**config.mk**
```make
export PLATFORM = sky130hd
export DESIGN_NAME = fetch_hazard_ctrl
export DESIGN_NICKNAME = d
export VERILOG_FILES = /design/src/rtl/fetch_hazard_ctrl.sv
export SDC_FILE = /design/constraint.sdc
export NUM_CORES = 1
export LEC_CHECK = 0
export ABC_AREA = 0
export ABC_CLOCK_PERIOD_IN_PS = 1600
export BUFFER_PORTS_ARGS = -buffer_cell sky130_fd_sc_hd__buf_2
export CAP_MARGIN = 10
export CORE_MARGIN = 4
export CORE_UTILIZATION = 33
export DETAILED_ROUTE_END_ITERATION = 10
export GPL_TIMING_DRIVEN = 0
export PLACE_DENSITY = 0.8
export RECOVER_POWER = 100
export SETUP_SLACK_MARGIN = 0.5
export SYNTH_ARGS = -nofsm -noshare
export SYNTH_HDL_FRONTEND = slang
export SYNTH_SLANG_ARGS = --single-unit
```
**constraint.sdc**
```tcl
create_clock -name clk -period 1.6 [get_ports clk]
set_input_delay 0.08 -clock clk [delete_from_list [all_inputs] [get_ports clk]]
set_output_delay 0.08 -clock clk [all_outputs]
set_load 0.1 [all_outputs]
```
**src/rtl/fetch_hazard_ctrl.sv**
```systemverilog
// Front-end pipeline control: load-use detection, mult/div freeze and jump/branch redirect arbitration.
// Optional performance counters are built only when FETCH_CTRL_PERF_EN is defined.
module fetch_hazard_ctrl #(
    parameter int MD_LATENCY = 4
) (
    input  logic        clk,
    input  logic        rst,
    input  logic [4:0]  id_rs,
    input  logic [4:0]  id_rt,
    input  logic        id_uses_rs,
    input  logic        id_uses_rt,
    input  logic        ex_mem_read,
    input  logic [4:0]  ex_rt,
    input  logic        md_start,
    input  logic        jump_req,
    input  logic        branch_req,
    output logic        stall,
    output logic        bubble,
    output logic        flush_if,
    output logic        jump_taken,
    output logic        branch_taken,
    output logic        md_busy,
    output logic [31:0] perf_stall_cycles,
    output logic [31:0] perf_flushes
);

    localparam int CNT_W = $clog2(MD_LATENCY);
    localparam logic [CNT_W-1:0] MD_LOAD = CNT_W'(MD_LATENCY - 2);
    localparam logic [CNT_W-1:0] CNT_ZERO = '0;
    localparam logic [0:0] RUN     = 1'b0;
    localparam logic [0:0] MD_BUSY = 1'b1;

    logic [0:0]       state_r;
    logic [0:0]       state_nxt_s;
    logic [CNT_W-1:0] md_cnt_r;
    logic [CNT_W-1:0] md_cnt_nxt_s;
    logic             lu_s;
    logic             busy_s;
    logic             stall_s;
    logic             redir_s;

    // Load-use hazard between the EX load and the ID source operands
    always_comb begin
        lu_s = ex_mem_read & (ex_rt != 5'd0)
             & ((id_uses_rs & (id_rs == ex_rt)) | (id_uses_rt & (id_rt == ex_rt)));
    end

    // Next-state and mult/div countdown
    always_comb begin
        state_nxt_s  = state_r;
        md_cnt_nxt_s = md_cnt_r;
        case (state_r)
            RUN: begin
                if (md_start) begin
                    state_nxt_s  = MD_BUSY;
                    md_cnt_nxt_s = MD_LOAD;
                end else begin
                    state_nxt_s  = RUN;
                end
            end
            MD_BUSY: begin
                if (md_cnt_r == CNT_ZERO) begin
                    state_nxt_s = RUN;
                end else begin
                    md_cnt_nxt_s = md_cnt_r - {{(CNT_W-1){1'b0}}, 1'b1};
                end
            end
            default: begin
                state_nxt_s  = RUN;
                md_cnt_nxt_s = CNT_ZERO;
            end
        endcase
    end

    // State register with synchronous reset
    always_ff @(posedge clk) begin
        if (rst) begin
            state_r  <= RUN;
            md_cnt_r <= CNT_ZERO;
        end else begin
            state_r  <= state_nxt_s;
            md_cnt_r <= md_cnt_nxt_s;
        end
    end

    // Stall and redirect decode; reset forces every control low
    always_comb begin
        if (rst) begin
            busy_s  = 1'b0;
            stall_s = 1'b0;
            redir_s = 1'b0;
        end else begin
            busy_s  = (state_r == MD_BUSY);
            stall_s = busy_s | lu_s;
            redir_s = (jump_req | branch_req) & ~stall_s;
        end
    end

    assign stall        = stall_s;
    assign bubble       = stall_s;
    assign md_busy      = busy_s;
    assign flush_if     = redir_s;
    assign jump_taken   = redir_s & jump_req;
    assign branch_taken = redir_s & ~jump_req;

`ifdef FETCH_CTRL_PERF_EN
    logic [31:0] perf_stall_r;
    logic [31:0] perf_flush_r;

    // Free-running event counters, wrap at 2^32
    always_ff @(posedge clk) begin
        if (rst) begin
            perf_stall_r <= 32'd0;
            perf_flush_r <= 32'd0;
        end else begin
            perf_stall_r <= perf_stall_r + {31'd0, stall_s};
            perf_flush_r <= perf_flush_r + {31'd0, redir_s};
        end
    end

    assign perf_stall_cycles = rst ? 32'd0 : perf_stall_r;
    assign perf_flushes      = rst ? 32'd0 : perf_flush_r;
`else
    assign perf_stall_cycles = 32'd0;
    assign perf_flushes      = 32'd0;
`endif

endmodule

```
==> key figures <==
Power and ir drop
  – Overall power: 1.231 mW
  – Switching Fraction: 68.86%
  – Leak Pwr: 0.8594 nW
  – Clk pwr share: 10.6%
  – Switching power: 0.8480 mW
  – Sequential Power Share: 6.9%
  – Internal Power: 0.3834 mW
  – Pwr dens: 845.5 nW/um^2
  – VDD IR-drop max: 0.5501 mV
  – Share of total power in combinational logic: 82.5%

Floorplanning
  – Io pins: 93
  – Die ar.: 3252 sq um
  – Die extent in x: 57.03 microns
  – Num rows: 17
  – Initial core utilization: 35.18%
  – Core area: 2255 sq um
  – Die Y: 57.03 microns

Logic synthesis
  – Yosys reg bits: 3
  – Synth top area share: 61.51%
  – Cell type with the largest total area after synthesis: buf_4
  – Sequential fraction of the synthesis area: 7.571%
  – Yosys cell types: 19
  – Post-Syn Area: 793.3 sq um
  – Synth Instances: 106
  – Mapped Avg Cell Area: 7.484 sq um
  – Synth top area cells: buf_4 62%, xnor2_1 11%, dfxtp_1 7.6%
  – Ys Warns: 0

Detailed routing
  – First-iteration detailed-routing DRC count: 5
  – Via Count: 748
  – DR vias/cell: 3.183
  – ANT nets after route: 0
  – First drt pass iteration count: 3
  – Post-DR wirelength/cell: 8.013 microns
  – Final WL: 1.883 mm
  – DRC viols: 0

Clock network
  – Clk sinks: 3
  – Clock root buffer: clkbuf_4
  – H-tree levels: 1
  – Clk slew on worst S/H paths: 0.04 ns
  – CTS tree: built
  – Worst skew pair latency: 0.23 ns
  – Hold_buf cts: 0
  – Maximum clock path buffer count: 2
  – CTS buffer count: 3

Setup path
  – Req. time, crit path: 1.52 ns
  – R2R depth: 5
  – WP data arrival: 1.45 ns
  – CP max stage delay: 0.52 ns
  – Startpoint Class: primary input
  – CP Capture Type: primary output
  – CP max FO: 3
  – Worst-path cell chain: buf_8 -> or4_4 -> o21a_4 -> buf_6 -> a21oi_4 -> buf_4
  – R2r setup slk: 0.43 ns
  – Crit Path Category: primary input to primary output
  – Slowest CP cell: or4_4

Timing
  – Setup TNS: 0 ns
  – Max Freq: 655.6 MHz
  – Final setup violation count: 0
  – Fin. Hold Viols: 0
  – RSZ-0062 raised after global routing: yes
  – Clock skew: 0.002300 ns
  – Pins Over Slew Limit: 0
  – Final period utilization: 95.33%
  – Slew of the pin with the lowest slew margin: 0.5465 ns
  – Slew margin rel.: 63.72%
  – Period minus WS final: 1.525 ns

Global routing
  – GRT overflow: 0
  – Number of global-route vias before repair: 696
  – Gr usage total: 10.39%
  – Largest net degree at the start of global routing: 7
  – Initial antenna violation count: 0
  – Global-route wire length before repair: 2.739 mm

Placed design
  – RePlAce Congestion: 0.6704
  – Hpwl dp: 1.614 mm
  – Number of buffers added on ports: 28
  – Area of placed instances: 1286 sq um

Layout
  – Layout Nets: 232
  – Ant diodes: 0
  – Post-route cell area: 1456 sq um
  – Synth-to-layout area growth: 83.60%
  – Layout cell share with drive strength beyond 1: 57.00%

Run status
  – Outcome: finished, final reports clean

Hold path
  – Hold WC Path Type: primary input to flop
  – WHS Path Cells: 2

Run
  – Max Cap Viol: 0
-- routing by layer --
metal  wire length [microns]  up-vias  GRT usage, %  share of wire [%]
li1                        -      407             -                  -
met1                     573      291         8.981                 30
met2                    1049       50         19.90                 56
met3                     260        0         6.109                 14
met4                       0        0         2.980                  0
met5                       0        -             0                  0
-- cells in the final DEF (no fill, tap or decap), drive strengths merged --
master,netlist,final
conb,1,64
nand4,2,2
mux2i,1,1
a21oi,4,4
or4,1,1
a221oi,1,1
a31o,1,1
o21ai,1,1
xnor2,10,10
ha,1,1
clkbuf,0,7
nor2b,1,1
o21a,1,1
nand2,3,3
inv,4,4
buf,65,96
o22ai,1,1
nor2,4,4
nand3b,1,1
dfxtp,3,3
-- registers in the layout, summed over array words and instances (netlist names) --
signal	cells
md_cnt_r	2
state_r	1
-- stage by stage --
step	std cells	util, %	hold WS, ns	setup slack, ns
finish	235	64.59	0.1097	0.07474
floorplan	169	-	0.1450	0.03112
global route	235	64.59	0.1183	0.04221
global placement	225	57.05	0.3510	-0.1196
detailed placement	225	57.05	0.3554	-0.1284
CTS	232	64.15	0.1111	0.06456
-- final timing paths --
path / start / end
max: ex_rt[4] / flush_if
min: rst / state_r
max reg2reg: md_cnt_r[0] / md_cnt_r[1]
min reg2reg: md_cnt_r[1] / md_cnt_r[1]
-- power groups by stage --
stage | logic [mW] | clock network, mW | registers (mW)
2_1_floorplan | 0.912 | 0 | 0.0848
3_3_place_gp | 0.961 | 0 | 0.0851
3_5_place_dp | 0.963 | 0 | 0.0853
4_1_cts | 1.01 | 0.136 | 0.0844
5_1_grt | 1.05 | 0.150 | 0.0867
6_report | 1.02 | 0.130 | 0.0856
-- worst max-delay path: cells and delay by family --
| family | cells | cell delay [ns] |
|---|---|---|
| compound gates | 2 | 0.32 |
| buf+inv | 3 | 0.52 |
| simple gates | 1 | 0.52 |
-- area by class of cell --
cell class                 instances  area [sq um]
multi-input combinational         97         565.5
buffer                            65         500.5
inverter                           4         15.01
timing repair buffer              34         250.2
sequential                         3         63.81
fill                             211         798.3
clock buffer                       4         26.28
tap                               28         35.03
-- kinds of logic after synthesis --
| group | after synthesis | synth area share (%) |
|---|---|---|
| AO/OA/AOI/OAI | 9 | 7.099 |
| adder cells (fa/ha/maj) | 1 | 1.577 |
| buffers and inverters | 69 | 63.41 |
| multiplexers | 1 | 1.262 |
| AND/OR/NAND/NOR | 12 | 7.571 |
| flip-flops | 3 | 7.571 |
| other | 1 | 0.4727 |
| XOR/XNOR | 10 | 11.04 |
-- what timing repair did --
action | in CTS | in global routing
pin swaps | 6 | 3
gates resized for setup | 28 | 11
setup endpoints to repair | 8 | 8
buffers inserted | 3 | 3
-- synthesized netlist by cell type --
master / n
buf_4: 65
xnor2_1: 10
a21oi_1: 4
inv_1: 4
nor2_1: 4
dfxtp_1: 3
nand2_1: 3
nand4_1: 2
a221oi_1: 1
a31o_1: 1
conb_1: 1
ha_1: 1
mux2i_1: 1
nand3b_1: 1
nor2b_1: 1
o21a_1: 1
o21ai_0: 1
o22ai_1: 1
or4_1: 1
Power figures use the tool's default switching activity.
